## src/rtl/prefetch_queue_if.sv

```systemverilog
// Handshake bundle between the prefetch queue, the bus interface and the decoder.
// The master view belongs to the queue itself; the slave view belongs to its environment.
interface prefetch_queue_if #(
    parameter int DEPTH = 8
);
    localparam int CW = $clog2(DEPTH) + 1;

    logic [15:0]   cs;
    logic          flush;
    logic [15:0]   flush_ip;
    logic          mem_req;
    logic [19:0]   mem_addr;
    logic          mem_ack;
    logic [15:0]   mem_rdata;
    logic          q_valid;
    logic [7:0]    q_byte;
    logic [15:0]   q_ip;
    logic          q_pop;
    logic [CW-1:0] q_count;

    modport master (
        input  cs, flush, flush_ip, mem_ack, mem_rdata, q_pop,
        output mem_req, mem_addr, q_valid, q_byte, q_ip, q_count
    );

    modport slave (
        output cs, flush, flush_ip, mem_ack, mem_rdata, q_pop,
        input  mem_req, mem_addr, q_valid, q_byte, q_ip, q_count
    );
endinterface

```

## src/rtl/prefetch_queue.sv

```systemverilog
// Instruction prefetch queue: fetches aligned words at CS*16+IP and buffers
// bytes for the decoder; flushed and re-pointed on every control transfer.
module prefetch_queue #(
    parameter int DEPTH = 8
) (
    input  logic             clk,
    input  logic             reset,
    prefetch_queue_if.master bus
);
    localparam int PW = $clog2(DEPTH);
    localparam int CW = PW + 1;

    typedef enum logic {IDLE, WAIT} state_t;

    state_t        state_reg, state_next;
    logic [15:0]   head_ip_reg, head_ip_next;
    logic [15:0]   fetch_ip_reg, fetch_ip_next;
    logic          discard_reg, discard_next;
    logic [PW-1:0] rd_ptr_reg, rd_ptr_next;
    logic [PW-1:0] wr_ptr_reg, wr_ptr_next;
    logic [CW-1:0] count_reg, count_next;
    logic          mem_req_reg, mem_req_next;
    logic [19:0]   mem_addr_reg, mem_addr_next;

    logic [7:0]    buffer [DEPTH];
    logic [PW-1:0] wr_ptr_inc;
    logic [CW-1:0] free_space;
    logic          can_issue;
    logic          pop;
    logic          ack_fire;
    logic          we0, we1;
    logic [7:0]    wdata0, wdata1;
    logic [1:0]    n_push;

    assign wr_ptr_inc = wr_ptr_reg + 1'b1;
    assign free_space = CW'(DEPTH) - count_reg;
    // An odd fetch_ip only ever yields one byte, so one free slot is enough.
    assign can_issue  = (free_space >= CW'(2)) || ((free_space != '0) && fetch_ip_reg[0]);
    assign pop        = bus.q_pop && (count_reg != '0);
    assign ack_fire   = (state_reg == WAIT) && bus.mem_ack;

    always_comb begin
        state_next    = state_reg;
        head_ip_next  = head_ip_reg;
        fetch_ip_next = fetch_ip_reg;
        discard_next  = discard_reg;
        rd_ptr_next   = rd_ptr_reg;
        wr_ptr_next   = wr_ptr_reg;
        count_next    = count_reg;
        mem_req_next  = mem_req_reg;
        mem_addr_next = mem_addr_reg;
        we0           = 1'b0;
        we1           = 1'b0;
        wdata0        = bus.mem_rdata[7:0];
        wdata1        = bus.mem_rdata[15:8];
        n_push        = 2'd0;

        if (ack_fire) begin
            state_next   = IDLE;
            mem_req_next = 1'b0;
            discard_next = 1'b0;
        end

        if (bus.flush) begin
            count_next    = '0;
            rd_ptr_next   = '0;
            wr_ptr_next   = '0;
            head_ip_next  = bus.flush_ip;
            fetch_ip_next = bus.flush_ip;
            // A request still in flight must have its data thrown away on arrival.
            if ((state_reg == WAIT) && !bus.mem_ack) begin
                discard_next = 1'b1;
            end
        end else begin
            if (ack_fire && !discard_reg) begin
                if (fetch_ip_reg[0]) begin
                    we0           = 1'b1;
                    wdata0        = bus.mem_rdata[15:8];
                    n_push        = 2'd1;
                    fetch_ip_next = fetch_ip_reg + 16'd1;
                end else begin
                    we0           = 1'b1;
                    we1           = 1'b1;
                    n_push        = 2'd2;
                    fetch_ip_next = fetch_ip_reg + 16'd2;
                end
            end
            if ((state_reg == IDLE) && can_issue) begin
                state_next    = WAIT;
                mem_req_next  = 1'b1;
                mem_addr_next = {bus.cs, 4'h0} + {4'h0, fetch_ip_reg & 16'hFFFE};
            end
            if (pop) begin
                rd_ptr_next  = rd_ptr_reg + 1'b1;
                head_ip_next = head_ip_reg + 16'd1;
            end
            wr_ptr_next = wr_ptr_reg + PW'(n_push);
            count_next  = count_reg + CW'(n_push) - CW'(pop);
        end
    end

    always_ff @(posedge clk or posedge reset) begin
        if (reset) begin
            state_reg    <= IDLE;
            head_ip_reg  <= 16'h0000;
            fetch_ip_reg <= 16'h0000;
            discard_reg  <= 1'b0;
            rd_ptr_reg   <= '0;
            wr_ptr_reg   <= '0;
            count_reg    <= '0;
            mem_req_reg  <= 1'b0;
            mem_addr_reg <= 20'h00000;
        end else begin
            state_reg    <= state_next;
            head_ip_reg  <= head_ip_next;
            fetch_ip_reg <= fetch_ip_next;
            discard_reg  <= discard_next;
            rd_ptr_reg   <= rd_ptr_next;
            wr_ptr_reg   <= wr_ptr_next;
            count_reg    <= count_next;
            mem_req_reg  <= mem_req_next;
            mem_addr_reg <= mem_addr_next;
        end
    end

    // Byte storage needs no reset; occupancy is tracked by the pointers and count.
    always_ff @(posedge clk) begin
        if (we0) begin
            buffer[wr_ptr_reg] <= wdata0;
        end
        if (we1) begin
            buffer[wr_ptr_inc] <= wdata1;
        end
    end

    assign bus.mem_req  = mem_req_reg;
    assign bus.mem_addr = mem_addr_reg;
    assign bus.q_valid  = (count_reg != '0);
    assign bus.q_byte   = buffer[rd_ptr_reg];
    assign bus.q_ip     = head_ip_reg;
    assign bus.q_count  = count_reg;
endmodule
```

## src/flat_wrapper.sv

```systemverilog
// flat-port wrapper written by rule: the top's interface ports become plain ports
module prefetch_queue_flat 
#(
    parameter int DEPTH = 8
)
  (clk, reset, bus_cs, bus_flush, bus_flush_ip, bus_mem_ack, bus_mem_rdata, bus_q_pop, bus_mem_req, bus_mem_addr, bus_q_valid, bus_q_byte, bus_q_ip, bus_q_count);
  prefetch_queue_if #(.DEPTH(DEPTH)) bus_i ();
  input  logic clk;
  input  logic reset;
  input wire logic [$bits(bus_i.cs)-1:0] bus_cs;
  input wire logic [$bits(bus_i.flush)-1:0] bus_flush;
  input wire logic [$bits(bus_i.flush_ip)-1:0] bus_flush_ip;
  input wire logic [$bits(bus_i.mem_ack)-1:0] bus_mem_ack;
  input wire logic [$bits(bus_i.mem_rdata)-1:0] bus_mem_rdata;
  input wire logic [$bits(bus_i.q_pop)-1:0] bus_q_pop;
  output wire logic [$bits(bus_i.mem_req)-1:0] bus_mem_req;
  output wire logic [$bits(bus_i.mem_addr)-1:0] bus_mem_addr;
  output wire logic [$bits(bus_i.q_valid)-1:0] bus_q_valid;
  output wire logic [$bits(bus_i.q_byte)-1:0] bus_q_byte;
  output wire logic [$bits(bus_i.q_ip)-1:0] bus_q_ip;
  output wire logic [$bits(bus_i.q_count)-1:0] bus_q_count;
  assign bus_i.cs = bus_cs;
  assign bus_i.flush = bus_flush;
  assign bus_i.flush_ip = bus_flush_ip;
  assign bus_i.mem_ack = bus_mem_ack;
  assign bus_i.mem_rdata = bus_mem_rdata;
  assign bus_i.q_pop = bus_q_pop;
  assign bus_mem_req = bus_i.mem_req;
  assign bus_mem_addr = bus_i.mem_addr;
  assign bus_q_valid = bus_i.q_valid;
  assign bus_q_byte = bus_i.q_byte;
  assign bus_q_ip = bus_i.q_ip;
  assign bus_q_count = bus_i.q_count;
  prefetch_queue #(.DEPTH(DEPTH)) u_core (.clk(clk), .reset(reset), .bus(bus_i));
endmodule
```

## config.mk

```make
export PLATFORM = sky130hd
export DESIGN_NAME = prefetch_queue_flat
export DESIGN_NICKNAME = d
export VERILOG_FILES = /design/src/rtl/prefetch_queue_if.sv /design/src/rtl/prefetch_queue.sv /design/src/flat_wrapper.sv
export SDC_FILE = /design/constraint.sdc
export NUM_CORES = 1
export LEC_CHECK = 0
export BUFFER_PORTS_ARGS = -buffer_cell sky130_fd_sc_hd__buf_2
export CAP_MARGIN = 40
export CORE_AREA = 2 2 138 140
export DETAILED_ROUTE_END_ITERATION = 16
export DIE_AREA = 0 0 140 142
export GPL_TIMING_DRIVEN = 0
export HOLD_SLACK_MARGIN = 0.15
export SLEW_MARGIN = 20
export SYNTH_ARGS = -nofsm -noshare
export SYNTH_HDL_FRONTEND = slang
export SYNTH_SLANG_ARGS = --single-unit
```

## constraint.sdc

```tcl
create_clock -name clk -period 2.3 [get_ports clk]
set_input_delay 0.115 -clock clk [delete_from_list [all_inputs] [get_ports clk]]
set_output_delay 0.115 -clock clk [all_outputs]
set_load 0.05 [all_outputs]
```

==> metrics.md <==
| Metric | Value |
|---|---|
| Status | `finished, violations left` |
| Failing checks | `design-rule violations` |
| Startpoint types | `flip-flop` |
| Period minus WS final | `about 2.3 ns` |
| Max Freq | `~0.44 GHz` |
| Initial Utilization | `roughly two fifths` |
| Final WL | `roughly 19000 µm` |
| Min-delay worst type | `input port to flip-flop` |
| Yosys cell types | `55` |
| Initial DRT Pass Iterations | `12` |
| I/O pins | `between 100 and 150` |
| Worst-skew pair later-pin latency | `between 0.4 and 0.5 ns` |
| Critical path's largest stage delay | `about 0.54 ns` |
| GRT Overall Usage | `18.97%` |
| Worst setup startpoint | `u_core.rd_ptr_reg[0]` |
| Max Cap Violations | `0` |
| Ys flop type | `edfxtp_1` |
| Post-synthesis simple-gate area fraction | `12.43%` |
| IO Port Bufs | `between 90 and 100` |
| CP cell instances | `buf_8 -> buf_12 -> mux4_2 -> mux2_2 -> buf_4` |
| RD Place Congestion | `0.9061` |
| Wirelength per Cell | `roughly 18 µm` |
| Clock share of power | `27.4%` |
| Synth Instances | `640` |
| Die Ht | `around 140 µm` |
| Internal Power | `around 5600 µW` |
| Synth Area in Compound Gates | `roughly 8.3%` |
| Bufs and invs on worst path | `3` |
| Post-Syn Area | `roughly 7300 µm²` |
| DRC | `4` |
| Cell row count | `50` |
| Final core occ | `about 50%` |
| Pin count of the biggest net entering global routing | `55` |
| Die ar. | `between 15000 and 20000 µm²` |
| Congestion Overflow GR | `0` |
| Peak supply drop | `just over 700 µV` |
| First-pass GRT wire length | `29050 µm` |
| YS warnings | `0` |
| CP max stage cell | `mux4_2` |
| # diodes | `0` |
| DRT iter0 DRCs | `315` |
| Syn Nets | `roughly 720` |
| Pleak | `around 0.0038 µW` |
| Detail Route Antenna Nets | `0` |
| Synth async-reset ratio | `between 50% and 60%` |
| PD cells | `~1000 nW/µm²` |
| Post-Synth XOR/XNOR Area | `under 10%` |
| Comb power frac | `roughly two fifths` |
| #FFs+latches synth | `approximately 130` |
| Commonest cells after routing, fill and taps aside | `97 x buf_2, 68 x mux2_2, 64 x edfxtp_1` |
| Crit. End Element | `output port` |
| Area of the core | `about 18000 µm²` |
| # fillers | `around 1600` |
| CTS tree | `built` |
| Final-stage net count | `~870` |
| Slew @ Worst Pin | `0.6669 ns` |
| Setup TNS after final layout | `0 ns` |
| Commonest non-fill, non-tap cell in the layout | `buf_2` |
| TritonCTS Sinks | `approximately 130` |
| Sw Share | `41.05%` |
| Sequential fraction of the synthesis area | `between 40% and 50%` |
| Largest family of logic cells by synthesized area | `multiplexers` |
| Total CTS buffers | `17` |
| CTS Root Buffer Type | `clkbuf_16` |
| Worst r2r src | `u_core.state_reg` |
| Hpwl dp | `around 14000 µm` |
| Max reg flops | `64` |
| Die width | `roughly 140 µm` |
| Setup Viol. Count Final | `0` |
| Flop pwr share | `around a third` |
| Initial antenna violation count | `0` |
| Share of cells above drive strength 1 | `between 30% and 40%` |
| Post-synthesis mux area share | `roughly 17%` |
| Max_slew headroom | `a little under three fifths` |
| Sw Pwr | `slightly below 4000 µW` |
| Max H-tree Level | `4` |
| Reg-to-reg slack, setup | `about 0.070 ns` |
| Number of synthesized flops with an enable pin | `between 60 and 70` |
| Max-slew violations | `0` |
| Total Power | `9456 µW` |
| Worst min-delay path startpoint | `bus_mem_rdata[5]` |
| Clock Path Buffers | `2` |
| Worst Path Arrival | `around 2.1 ns` |
| Via count | `around 5500` |
| Clock Skews | `0.009244 ns` |
| Highest net fanout along the worst path | `10` |
| Hold Vio Cnt, Final | `0` |
| Worst Path Required | `~2.2 ns` |
| Layout Area Growth over Synthesis | `26.34%` |
| Crit-path leading delay family | `multiplexers` |
| Syn Area/Cell | `11.38 µm²` |
| Drt via density | `about 5.3` |
| Final period utilization | `about 98%` |
| WS Path Type | `flip-flop to output port` |
| Adder-cell share of the synthesized area | `approximately 5.3%` |
| Vias in the first global route | `around 5600` |
| CTS clk-pin slew, worst paths | `around 0.07 ns` |
## worst min-delay path, cell delays in order
cell and delay [ns]:
buf_2 0.09, mux2_4 0.17, mux2_2 0.14
## cell usage after synthesis, types with 2 or more instances
cell type / n / area [µm²]
mux2_2: 68 / 765.7
mux4_2: 16 / 360.4
o21bai_1: 4 / 30.03
dfrtp_1: 64 / 1602
nand4_1: 10 / 62.56
buf_1: 11 / 41.29
or4_1: 2 / 15.01
xor2_1: 20 / 175.2
and2_1: 2 / 12.51
ha_1: 26 / 325.3
nand2_1: 53 / 198.9
edfxtp_1: 64 / 1922
nand3_1: 15 / 75.07
fa_1: 3 / 60.06
nor3_1: 6 / 30.03
buf_4: 3 / 22.52
a31oi_1: 4 / 25.02
buf_2: 11 / 55.05
nor2_1: 63 / 236.5
and3_1: 7 / 43.79
xnor2_1: 23 / 201.4
nor2b_1: 7 / 43.79
buf_6: 2 / 22.52
inv_1: 16 / 60.06
a21o_1: 7 / 52.55
a211oi_1: 2 / 15.01
a21oi_1: 53 / 265.3
or3_1: 3 / 18.77
clkbuf_1: 10 / 37.54
nand2b_1: 6 / 37.54
o21ai_0: 22 / 110.1
mux2i_1: 9 / 90.09
and4_1: 3 / 26.28
mux2_4: 2 / 30.03
o2111ai_1: 3 / 26.28
## final timing paths
kind / endpoint / depth (start not counted)
setup / recovery: bus_q_byte[1] / 5
hold / removal: u_core.buffer[7][5] / 3
setup reg to reg: u_core.buffer[4][1] / 6
hold reg to reg: u_core.bus.mem_addr[16] / 2
max in group asynchronous: u_core.bus.q_count[0] / 5
min in group asynchronous: u_core.bus.mem_addr[17] / 4
## layout make-up
cell class	instances	area [µm²]	area share, %
timing repair buffer	132	853.3	9.270
clock buffer	17	425.4	4.621
buffer	35	220.2	2.392
inverter	17	72.57	0.7884
clock inverter	15	138.9	1.509
multi-input combinational	458	3674	39.91
tap	234	292.8	3.181
sequential	128	3528	38.33
## what timing repair did
item	4_1_cts	5_1_grt
hold endpoints to repair	105	0
setup buffers	2	8
gates resized for setup	20	37
setup endpoints to repair	60	93
pin swaps	0	5
hold buffers	25	0
## routing by layer
| metal | global-route usage, % | share of wire [%] | vias up |
|---|---|---|---|
| li1 | - | - | 2612 |
| met1 | 24.04 | 42 | 2687 |
| met2 | 32.85 | 51 | 190 |
| met3 | 3.701 | 5.6 | 25 |
| met4 | 6.326 | 1.6 | 0 |
| met5 | 0 | 0 | - |
## kinds of logic (layout without fill, tap and decap cells)
logic type | Yosys count | in the layout
other | 1 | 1
XOR/XNOR | 43 | 43
multiplexers | 95 | 95
AND/OR/NAND/NOR | 187 | 187
AO/OA/AOI/OAI | 103 | 103
flip-flops | 128 | 128
buffers and inverters | 54 | 216
adder cells (fa/ha/maj) | 29 | 29
## stage by stage
step	instances	hold slack [ns]	worst slack [ns]	area, µm²
3_3_place_gp	966	0.3284	-0.5251	8049
4_1_cts	1028	0.1801	-0.05719	9004
3_5_place_dp	970	0.03672	-0.3853	8110
2_1_floorplan	640	0.2048	0.03304	7296
6_report	1036	0.1981	0.04838	9205
5_1_grt	1036	0.1969	-0.01010	9205
## power by group through the flow
stage               clock, µW  combinational, µW  sequential (µW)
finish                   2590               3810             3060
detailed placement          0               3550             3090
floorplan                   0               1880             3870
CTS                      2630               3690             3060
global placement            0               3460             3080
global route             2730               4100             3100
(Power assumes the default switching activity.)
